`config.mk`:
```
export PLATFORM = sky130hd
export DESIGN_NAME = imem_loader
export DESIGN_NICKNAME = d
export VERILOG_FILES = /design/src/rtl/imem_loader_pkg.sv /design/src/rtl/imem_loader_byte_packer.sv /design/src/rtl/imem_loader.sv
export SDC_FILE = /design/constraint.sdc
export NUM_CORES = 1
export LEC_CHECK = 0
export ABC_AREA = 1
export ABC_CLOCK_PERIOD_IN_PS = 1650
export CORE_ASPECT_RATIO = 0.8
export CORE_UTILIZATION = 30
export DETAILED_ROUTE_END_ITERATION = 8
export GPL_TIMING_DRIVEN = 0
export PLACE_DENSITY_LB_ADDON = 0.08
export SLEW_MARGIN = 0
export SYNTH_ARGS = -nofsm -noshare
export SYNTH_HDL_FRONTEND = slang
export SYNTH_SLANG_ARGS = --single-unit
```
`constraint.sdc`:
```
create_clock -name clk -period 1.65 [get_ports clk]
set_input_delay 0.33 -clock clk [delete_from_list [all_inputs] [get_ports clk]]
set_output_delay 0.33 -clock clk [all_outputs]
set_load 0.03 [all_outputs]
```
`src/rtl/imem_loader_pkg.sv`:
```
// Shared constants and state encoding for the instruction-memory loader.
package imem_loader_pkg;

    // Instruction word width, matching the core's instruction memory.
    localparam int unsigned INSTR_WIDTH    = 32;
    localparam int unsigned BYTES_PER_WORD = 4;

    localparam logic [1:0] IDLE    = 2'd0;
    localparam logic [1:0] COLLECT = 2'd1;
    localparam logic [1:0] WRITE   = 2'd2;
    localparam logic [1:0] DONE    = 2'd3;

    typedef enum logic [1:0] {
        StIdle    = IDLE,
        StCollect = COLLECT,
        StWrite   = WRITE,
        StDone    = DONE
    } state_e;

endpackage

```
`src/rtl/imem_loader_byte_packer.sv`:
```
// Packs a byte stream big-endian into 32-bit words: first byte ends up in [31:24].
module imem_loader_byte_packer
    import imem_loader_pkg::*;
(
    input  logic                   clk,
    input  logic                   rst,
    input  logic                   clear,
    input  logic                   shift_en,
    input  logic [7:0]             byte_in,
    output logic [INSTR_WIDTH-1:0] word,
    output logic                   word_ready
);

    localparam logic [1:0] LAST_BYTE = 2'(BYTES_PER_WORD - 1);

    logic [INSTR_WIDTH-1:0] shreg_q;
    logic [1:0]             count_q;

    assign word = shreg_q;
    // High in the cycle the final byte of a word is shifted in.
    assign word_ready = shift_en && (count_q == LAST_BYTE);

    // Shift register and byte counter; clear restarts word alignment.
    always_ff @(posedge clk) begin
        if (rst) begin
            shreg_q <= '0;
            count_q <= '0;
        end else if (clear) begin
            count_q <= '0;
        end else if (shift_en) begin
            shreg_q <= {shreg_q[INSTR_WIDTH-9:0], byte_in};
            count_q <= count_q + 2'd1;
        end
    end

endmodule

```
`src/rtl/imem_loader.sv`:
```
// Streams program bytes into instruction memory and holds the core in reset until done.
module imem_loader
    import imem_loader_pkg::*;
#(
    parameter int unsigned ADDR_WIDTH = 8
) (
    input  logic                   clk,
    input  logic                   rst,
    input  logic                   start,
    input  logic [ADDR_WIDTH:0]    num_words,
    input  logic [7:0]             rx_data,
    input  logic                   rx_valid,
    output logic                   rx_ready,
    output logic                   imem_we,
    output logic [ADDR_WIDTH-1:0]  imem_addr,
    output logic [INSTR_WIDTH-1:0] imem_wdata,
    output logic                   cpu_hold,
    output logic                   busy,
    output logic                   done,
    output logic                   error
);

    localparam logic [ADDR_WIDTH:0] MAX_WORDS = {1'b1, {ADDR_WIDTH{1'b0}}};

    state_e                 state_q;
    logic [ADDR_WIDTH:0]    num_q;
    logic [ADDR_WIDTH-1:0]  idx_q;
    logic [ADDR_WIDTH-1:0]  addr_q;
    logic [INSTR_WIDTH-1:0] wdata_q;
    logic                   error_q;

    logic                   start_ok;
    logic                   legal;
    logic                   accept;
    logic                   last_word;
    logic                   packer_clear;
    logic                   word_ready;
    logic [INSTR_WIDTH-1:0] packed_word;

    assign start_ok  = start && (state_q == StIdle || state_q == StDone);
    assign legal     = (num_words != '0) && (num_words <= MAX_WORDS);
    assign accept    = (state_q == StCollect) && rx_valid;
    assign last_word = ({1'b0, idx_q} == (num_q - 1'b1));
    // Realign on every new load and after every written word.
    assign packer_clear = (start_ok && legal) || (state_q == StWrite);

    // Outputs decoded from state only, so rx_ready never depends on rx_valid.
    assign rx_ready   = (state_q == StCollect);
    assign imem_we    = (state_q == StWrite);
    assign busy       = (state_q == StCollect) || (state_q == StWrite);
    assign done       = (state_q == StDone);
    assign cpu_hold   = (state_q != StDone);
    assign imem_addr  = addr_q;
    assign imem_wdata = wdata_q;
    assign error      = error_q;

    imem_loader_byte_packer u_packer (
        .clk        (clk),
        .rst        (rst),
        .clear      (packer_clear),
        .shift_en   (accept),
        .byte_in    (rx_data),
        .word       (packed_word),
        .word_ready (word_ready)
    );

    // Load sequencer: word index, captured length, write-port registers and error flag.
    always_ff @(posedge clk) begin
        if (rst) begin
            state_q <= StIdle;
            num_q   <= '0;
            idx_q   <= '0;
            addr_q  <= '0;
            wdata_q <= '0;
            error_q <= 1'b0;
        end else begin
            unique case (state_q)
                StIdle, StDone: begin
                    if (start) begin
                        if (legal) begin
                            num_q   <= num_words;
                            idx_q   <= '0;
                            error_q <= 1'b0;
                            state_q <= StCollect;
                        end else begin
                            error_q <= 1'b1;
                            state_q <= StIdle;
                        end
                    end
                end
                StCollect: begin
                    if (word_ready) begin
                        // The fourth byte is still on rx_data; fold it in directly.
                        addr_q  <= idx_q;
                        wdata_q <= {packed_word[INSTR_WIDTH-9:0], rx_data};
                        state_q <= StWrite;
                    end
                end
                StWrite: begin
                    if (last_word) begin
                        state_q <= StDone;
                    end else begin
                        idx_q   <= idx_q + 1'b1;
                        state_q <= StCollect;
                    end
                end
                default: state_q <= StIdle;
            endcase
        end
    end

endmodule

```
==> results.md, run 1 <==
- The flow ran to the end, but the final reports show violations.
- The checks that failed: design-rule violations, negative setup slack.
- The first-pass iteration count of the detailed router is 6.
- Buffers placed on the I/O ports in this run total 65.
- Synthesis instantiated 24 different standard cells from the library.
- The leakage power is ~2.1 nW.
- The part of the Yosys area used for sequential elements is between 40% and 50%.
- The max-slew violation total from the final report is 0.
- The die outline area is between 10000 and 15000 µm².
- The net count after synthesis is between 500 and 600.
- Headroom to the max-slew limit came out at ~62%.
- The synthesized area per cell is ~7.2 µm².
- For this block, the via count after detailed routing is between 3000 and 4000.
- The number of DRC violations after detailed routing is 2.
- The top cell type's share of synthesized area is 47.2%.
- The final critical-path share of the clock period is 105%.
- For this run, the top clock speed supported by timing is around 580 MHz.
- The initialized floorplan defines 35 standard-cell rows.
- Of all nets on the critical path, the largest fanout is 5.
- For this run, the total global-route usage over all layers was measured as 17.7%.
- The worst min-delay path category is input port to register.
- Counting cells, the worst reg-to-reg path comes to 13.
- The endpoint of the lowest-slack register-to-register path is idx_q[4].
- The largest total area in the synthesized netlist belongs to sky130_fd_sc_hd__dfxtp_1.
- The count of flip-flops with a built-in enable after synthesis is 0.
- For the worst-skew pair, the clock arrives at the later sink with an insertion delay of approximately 340 ps.
- Dividing the detail-routed via count by the number of cells gives approximately 4.8.
- The setup check on the worst reg-to-reg path leaves a slack of -80 ps.
- Setup repair after global routing could not meet its margin everywhere.
- Yosys printed 0 warnings.
- The post-route netlist has between 10% and 20% of its cells at a drive strength greater than 1.
- The post-route cell area is approximately 5000 µm².
- The die is between 100 and 150 µm wide.
- In the synthesized netlist the dominant register cell turns out to be sky130_fd_sc_hd__dfxtp_1.
- The repair_antennas step left the layout with diodes totalling 0.
- The setup path with the least slack is of type register to register.
- Buffers inserted to repair hold after CTS numbered 0.
- Synthesis handed over a netlist of 504 instances.
- After the last flow step, the layout net total stands at ~620.
- In this run the cell area measured after placement is 4490 µm².
- The most numerous cell in the Yosys netlist is sky130_fd_sc_hd__nand2_1.
- The placer congestion estimate is 0.849.
- In this run the count of I/O pins placed on the die edge is between 60 and 70.
- The filler cell count in the final layout is around 1200.
- The worst slack on hold paths is 392 ps.
- The worst supply voltage drop on vdd is 433 µV.
- The number of global-route vias before repair is 3264.
- In the post-route analysis, the smallest setup slack over all paths is -79.6 ps.
- The post-route clock skew is just under 7 ps.
- The area growth from synthesis to layout is 37.4%.
- The actual slew at the worst max-slew pin is approximately 570 ps.
- Along the worst hold path, the cell count comes to 3.
- By count the netlist is led by sky130_fd_sc_hd__nand2_1, sky130_fd_sc_hd__a21oi_1, sky130_fd_sc_hd__dfxtp_1, sky130_fd_sc_hd__nand3_1, sky130_fd_sc_hd__nor2_1.
- The clock tree from TritonCTS is yes.
- The core region area is approximately 12000 µm².
- The post-detailed-routing wire length is roughly 11000 µm.
- The mapped netlist covers roughly 3600 µm².
- The placed wire-length estimate after detailed placement is between 7000 and 8000 µm.
- Summing internal, switching and leakage power gives 0.00461 W.
- The starting density of the core is a little under a third.
- Leaving out filler cells and counting taps, the final layout contains about 750.
- Entering global routing, the biggest net connects 14 pins.
- Measured along the y axis, the die boundary spans roughly 100 µm.
- The number of antenna violations at the first check in global routing is 0.
- After routing, the total negative slack on setup checks comes to -500 ps.
- The critical path capture point type is a register.
- The maximum level of the CTS H-tree is 3.
- The worst setup path is launched from a register.
- Of all flip-flops after synthesis, the portion carrying an async set or reset was 0%.
- The slowest cell on the critical path is sky130_fd_sc_hd__dfxtp_4.
- The final number of setup-violating endpoints is 8.
- The minimum clock period is around 1700 ps.
- The number of sinks driven by the clock tree is 86.
- CTS placed an instance of sky130_fd_sc_hd__clkbuf_16 at the clock tree root.
- For the worst setup path, the data required time is ~1900 ps.
- The cell total after placement is about 720.
- The signal on the critical path passes through inv_4 > ha_4 > nand2_1 > inv_1 > nor2_1 > nand2_1 > a21oi_1 > nand2_1 > nor2_2 > nand2_4 > buf_12 > nand3_2 > a21oi_1.
- The cell type with the highest occurrence count on the critical path is sky130_fd_sc_hd__nand2_1.
- The wire length per cell after detailed routing is about 14 µm.
- The number of violations reported at the end of detailed-routing iteration 0 is approximately 170.
- The first global-routing pass estimated between 15000 and 20000 µm of wire.
- The largest stage delay on the critical path is ~360 ps.
- The post-synthesis register bit count is 86.
- Clock-pin slew was measured on the worst setup and hold paths at roughly 60 ps.
- The number of hold-slack violations in the final timing report is 0.
- In the post-synthesis netlist, the biggest area contributors are sky130_fd_sc_hd__dfxtp_1, sky130_fd_sc_hd__nand2_1, sky130_fd_sc_hd__a21oi_1, sky130_fd_sc_hd__nand3_1, sky130_fd_sc_hd__nor2_1.
- The worst hold path begins at num_words[7].
- Power spread over the standard cell area amounts to ~900 nW/µm².
- The worst hold path endpoint is num_q[7].
- After global routing the overflow that remains totals 0.
- The source of the worst register-to-register timing path is num_q[0].
- The critical path arrival is 1930 ps.
- No sink is reached through more buffers than the 2 on the longest clock path.
- The number of max-cap violations is 0.
- The clock buffer count from CTS is 9.
- The post-route antenna net violation count is 0.
==> sequential cells by signal (all words and copies together) (netlist names) <==
name              flops
idx_q                 8
error                 1
u_packer.word        24
imem_wdata           32
imem_addr             8
state_q               2
u_packer.count_q      2
num_q                 9
==> per-layer routing <==
metal	share of wire [%]	GRT usage, %
met1	53	25.9
met3	6.2	5.36
met4	0.89	6.00
met5	0	0
met2	40	24.1
==> layout by cell type (no fill, tap or decap), types with 8 or more instances in the layout <==
cell and n:
sky130_fd_sc_hd__nand2_1 154, sky130_fd_sc_hd__a21oi_1 84, sky130_fd_sc_hd__dfxtp_1 82, sky130_fd_sc_hd__dlygate4sd2_1 49, sky130_fd_sc_hd__nand3_1 35, sky130_fd_sc_hd__nor2_1 30, sky130_fd_sc_hd__inv_1 19, sky130_fd_sc_hd__buf_4 19
sky130_fd_sc_hd__clkbuf_1 11, sky130_fd_sc_hd__clkdlybuf4s50_1 11, sky130_fd_sc_hd__o21ai_1 9, sky130_fd_sc_hd__clkbuf_16 9, sky130_fd_sc_hd__inv_2 8, sky130_fd_sc_hd__o21ai_0 8
==> where the power goes <==
| group | switching, W | leakage (nW) | internal, W |
|---|---|---|---|
| sequential | 0.0000327 | 0.697 | 0.00211 |
| combinational | 0.000307 | 1.23 | 0.000198 |
| clock | 0.000826 | 0.142 | 0.00114 |
==> worst max path at each step <==
stage	from	endpoint	slack (ps)	cells after the start
floorplan	num_q[0]	idx_q[1]	6	14
global placement	rx_valid	imem_wdata[28]	-630	7
detailed placement	rx_valid	imem_wdata[16]	-600	7
CTS	num_q[1]	idx_q[3]	-110	13
global route	num_q[3]	idx_q[1]	-170	12
finish	num_q[0]	idx_q[4]	-80	13
==> cells by family (layout without fill, tap and decap cells) <==
group                    after synthesis  count (layout)  synth area share, %
XOR/XNOR                               8               8                 1.92
flip-flops                            86              86                 47.2
buffers and inverters                 54             151                 6.24
adder cells (fa/ha/maj)                6               6                 2.06
AO/OA/AOI/OAI                        104             104                 14.3
AND/OR/NAND/NOR                      246             246                 28.3
==> timing repair <==
item,in CTS,in global routing
setup buffers,8,5
cloned,3,0
pin swaps,20,14
endpoints found under the setup margin,130,60
hold endpoints to repair,0,0
resized for setup,107,20
==> critical path: cells and delay by family (launching register included) <==
family | cells | cell delay [ps]
flops | 1 | 360
buf+inv | 3 | 230
compound gates | 2 | 170
simple gates | 7 | 590
fa+ha+maj | 1 | 230
==> final cells by class <==
type	instances	area [µm²]	share of cell area [%]
Multi-Input combinational cell	364	1820	36.2
Sequential cell	86	1730	34.5
Timing Repair Buffer	81	723	14.4
Clock buffer	13	270	5.39
Tap cell	148	185	3.69
Buffer	25	160	3.19
Inverter	29	114	2.27
Clock inverter	3	17.5	0.349
==> per-stage QoR <==
step	utilization [%]	setup slack [ps]
2_1_floorplan	-	5.69
3_3_place_gp	38.4	-633
3_5_place_dp	38.4	-597
4_1_cts	42.0	-105
5_1_grt	42.9	-174
6_report	42.9	-79.6
Note: power is estimated with default switching activity, not from simulation.
==> inputs of run 2 (changes only) <==
Settings changed: ABC_AREA 1 to unset.
==> results.md, run 2 <==
- The number of DRC violations after detailed routing is 0 (was 2).
- The placer congestion estimate was 0.774 (was 0.849).
- The first-pass iteration count of the detailed router is 4 (was 6).
- The worst slew margin relative to its limit is 55.0% (was 61.8%).
- The unique cell type count in the Yosys netlist came to 44 (was 24).
- The placed wire-length estimate after detailed placement was 6980 µm (was 7550 µm).
- The count of flip-flops with a built-in enable after synthesis is 0 (unchanged).
- The critical path capture point type is a register (unchanged).
- The minimum setup slack after placement is -1060 ps (was -597 ps).
- The maximum clock path buffer count is 2 (unchanged).
- The per-cell via count in the routed design is 4.83 (was 4.76).
- The post-route clock skew came to 5.31 ps (was 6.80 ps).
- The global-route usage over all layers came to 16.8% (was 17.7%).
- The I/O pin total came to 67 (unchanged).
- Commonest cells after routing, fill and taps aside: sky130_fd_sc_hd__nand2_1, sky130_fd_sc_hd__dfxtp_1, sky130_fd_sc_hd__a21oi_1 (was sky130_fd_sc_hd__nand2_1, sky130_fd_sc_hd__a21oi_1, sky130_fd_sc_hd__dfxtp_1).
- The proportion of layout cells with a drive suffix above 1 is 25.9% (was 15.5%).
- The first-pass GRT wire length is 16600 µm (was 17000 µm).
- The maximum fanout encountered on the critical timing path is 8 (was 5).
- The number of antenna repair diodes came to 0 (unchanged).
- The die height is 100 µm (was 101 µm).
- The cell total after placement is 656 (was 717).
- The wire length per cell after detailed routing came to 14.7 µm (was 14.3 µm).
- The final cell utilization of the core came to 45.0% (was 42.9%).
- The number of cells in the finished layout apart from fillers is 688 (was 749).
- The worst slack on hold paths is 236 ps (was 392 ps).
- The netlist area before placement is 3600 µm² (was 3650 µm²).
- The power density of the placed cells was 934 nW/µm² (was 920 nW/µm²).
- The depth of the worst register-to-register path was 9 (was 13).
- The filler cell count in the final layout is 1172 (was 1232).
- The most common library cell in the layout ignoring fill and taps is sky130_fd_sc_hd__nand2_1 (unchanged).
- The maximum level of the CTS H-tree is 3 (unchanged).
- The number of global-route vias before repair is 3264 (unchanged).
- The type of the setup path with the least slack is register to register (unchanged).
- The total negative setup slack is -12500 ps (was -500 ps).
- The final critical-path share of the clock period was 134% (was 105%).
- The cell type contributing the most total cell area after synthesis is sky130_fd_sc_hd__dfxtp_1 (unchanged).
- The net count of the finished layout is 562 (was 623).
- The total congestion overflow after global routing is 0 (unchanged).
- The top cell type's share of synthesized area was 47.8% (was 47.2%).
- The die outline area is 12500 µm² (was 12600 µm²).
- The number of flip-flops under the largest register name was 32 (unchanged).
- The part of the Yosys area used for sequential elements is 47.8% (was 47.2%).
- The depth of the worst hold-timing path is 3 (unchanged).
- The actual slew at the worst max-slew pin is 675 ps (was 572 ps).
- The slack of the critical path is -559 ps (was -79.6 ps).
- The number of violations reported at the end of detailed-routing iteration 0 is 187 (was 171).
- The origin of the worst min-delay path is num_words[1] (was num_words[7]).
- The width of the die is 125 µm (about the same).
- The area growth from synthesis to layout came to 45.0% (was 37.4%).
- The clock slew at the register clock pins of the worst setup and hold paths is 60 ps (about the same).
- The leakage power was 2.01 nW (was 2.07 nW).
- The most numerous cell in the Yosys netlist was sky130_fd_sc_hd__nand2_1 (unchanged).
- The clock insertion delay at the later pin of the skew report is 340 ps (about the same).
- The register-to-register setup slack was -560 ps (was -80 ps).
- The via count was 3325 (was 3566).
- The worst supply voltage drop on vdd is 418 µV (was 433 µV).
- The post-route antenna net violation count is 0 (unchanged).
- The synthesized area per cell is 8.16 µm² (was 7.24 µm²).
- The most used flip-flop cell after synthesis is sky130_fd_sc_hd__dfxtp_1 (unchanged).
- The cell at the root of the clock tree is sky130_fd_sc_hd__clkbuf_16 (unchanged).
- The required arrival time at the worst endpoint came to 1920 ps (was 1850 ps).
- The kind of start point of the critical path is a register (unchanged).
- The worst min-delay path category is input port to register (unchanged).
- The standard-cell row count came to 35 (unchanged).
- The number of hold-slack violations in the final timing report is 0 (unchanged).
- The number of antenna violations at the first check in global routing was 0 (unchanged).
- The worst hold path endpoint is num_q[1] (was num_q[7]).
- Setup repair after global routing missed its margin: true (unchanged).
- The number of sinks driven by the clock tree is 86 (unchanged).
- The post-synthesis register bit count is 86 (unchanged).
- Commonest cells post-synth: sky130_fd_sc_hd__nand2_1, sky130_fd_sc_hd__dfxtp_1, sky130_fd_sc_hd__a21oi_1, sky130_fd_sc_hd__clkbuf_1, sky130_fd_sc_hd__nor2_1 (was sky130_fd_sc_hd__nand2_1, sky130_fd_sc_hd__a21oi_1, sky130_fd_sc_hd__dfxtp_1, sky130_fd_sc_hd__nand3_1, sky130_fd_sc_hd__nor2_1).
- The net count after synthesis is 469 (was 531).
- The starting density of the core is 31.1% (was 31.2%).
- The maximum number of pins on one net before global-route repair is 15 (was 14).
- Violated checks: negative setup slack (was design-rule violations, negative setup slack).
- The number of max-cap violations is 0 (unchanged).
- Main area contributors after synthesis: sky130_fd_sc_hd__dfxtp_1, sky130_fd_sc_hd__nand2_1, sky130_fd_sc_hd__a21oi_1, sky130_fd_sc_hd__mux2i_1, sky130_fd_sc_hd__clkbuf_1 (was sky130_fd_sc_hd__dfxtp_1, sky130_fd_sc_hd__nand2_1, sky130_fd_sc_hd__a21oi_1, sky130_fd_sc_hd__nand3_1, sky130_fd_sc_hd__nor2_1).
- The yosys synthesis warning count was 0 (unchanged).
- The clock tree from TritonCTS is yes (unchanged).
- The clock buffer count from CTS is 9 (unchanged).
- The count of input and output buffers was 66 (was 65).
- The source of the worst register-to-register timing path is num_q[0] (unchanged).
- The endpoint of the lowest-slack register-to-register path is idx_q[1] (was idx_q[4]).
- Result of the run: complete, but fails checks (unchanged).
- The gate count of the mapped netlist is 442 (was 504).
- The post-detailed-routing wire length is 10100 µm (was 10700 µm).
- The share of flip-flops with an asynchronous set or reset after synthesis was 0% (unchanged).
- The minimum clock period came to 2210 ps (was 1730 ps).
- The final number of setup-violating endpoints is 44 (was 8).
- The max-slew violation total from the final report is 0 (unchanged).
- The critical path arrival came to 2480 ps (was 1930 ps).
- The highest clock rate came to 453 MHz (was 578 MHz).
- The core region area is 11600 µm² (was 11700 µm²).
## run 2: changes by cell type after synthesis, moves of 7 or more
cell	before	now
sky130_fd_sc_hd__o21ai_1	9	0
sky130_fd_sc_hd__inv_2	8	0
sky130_fd_sc_hd__nor2b_1	0	8
sky130_fd_sc_hd__a21oi_1	86	67
sky130_fd_sc_hd__clkbuf_1	13	20
sky130_fd_sc_hd__inv_1	21	8
sky130_fd_sc_hd__nor2_1	31	12
sky130_fd_sc_hd__nand2_1	160	138
sky130_fd_sc_hd__mux2i_1	0	11
sky130_fd_sc_hd__nand3_1	42	4
## run 2: worst max-delay path by stage
stage                 startpoint         end  cells after the start
finish                  num_q[0]    idx_q[1]                      9
global route            num_q[0]    idx_q[0]                      9
CTS                     num_q[0]    idx_q[0]                      9
detailed placement  num_words[0]    idx_q[4]                      8
global placement    num_words[0]    idx_q[3]                      8
floorplan               num_q[0]  state_q[1]                      8
## run 2: per-stage QoR
step,power (W),instance area (µm²)
4_1_cts,0.00491,5130
3_5_place_dp,0.00263,4520
5_1_grt,0.00509,5230
3_3_place_gp,0.00262,4520
6_report,0.00488,5230
2_1_floorplan,0.00247,3680
## run 2: layer usage
metal | track usage [%] | wire (µm) | share of wire (%) | vias up
li1 | - | - | - | 1687
met5 | 0 | 0 | 0 | -
met4 | 4.45 | 105 | 1.0 | 0
met2 | 25.2 | 4190 | 42 | 64
met1 | 24.1 | 5450 | 54 | 1564
met3 | 3.94 | 341 | 3.4 | 10
## run 2: timing repair
item                                    4_1_cts  5_1_grt
hold buffers                                  0        0
resized for setup                           168       37
buffers inserted                             12        4
gates cloned                                  2        0
pin swaps                                    17       11
endpoints found under the setup margin      132       87
## run 2: where the power goes
part | switching (W) | internal, W
registers | 0.0000391 | 0.00211
logic | 0.000294 | 0.000251
clock network | 0.000822 | 0.00137
## run 2: logic make-up after synthesis
logic type	after synthesis	share of synthesized area, %
flops	86	47.8
buf+inv	36	4.13
mux	11	3.05
simple gates	201	25.7
compound gates	92	14.9
xor+xnor	10	2.43
fa+ha+maj	6	2.08
## run 2: critical path: stages, from the launching register on
cell	delay (ps)
sky130_fd_sc_hd__dfxtp_4	360
sky130_fd_sc_hd__inv_4	60
sky130_fd_sc_hd__ha_4	120
sky130_fd_sc_hd__or4b_4	470
sky130_fd_sc_hd__nor4_4	160
sky130_fd_sc_hd__xnor2_1	150
sky130_fd_sc_hd__nand4_1	120
sky130_fd_sc_hd__buf_4	180
sky130_fd_sc_hd__o21ai_4	290
sky130_fd_sc_hd__mux2i_1	210
## run 2: cell type report
class                      count  area [µm²]  area share (%)
inverter                       8        35.0           0.670
buffer                        27         175            3.35
clock inverter                 5        81.3            1.56
multi-input combinational    320        2020            38.7
clock buffer                  11         243            4.64
tap                          148         185            3.54
sequential                    86        1730            33.1
timing repair buffer          83         756            14.5
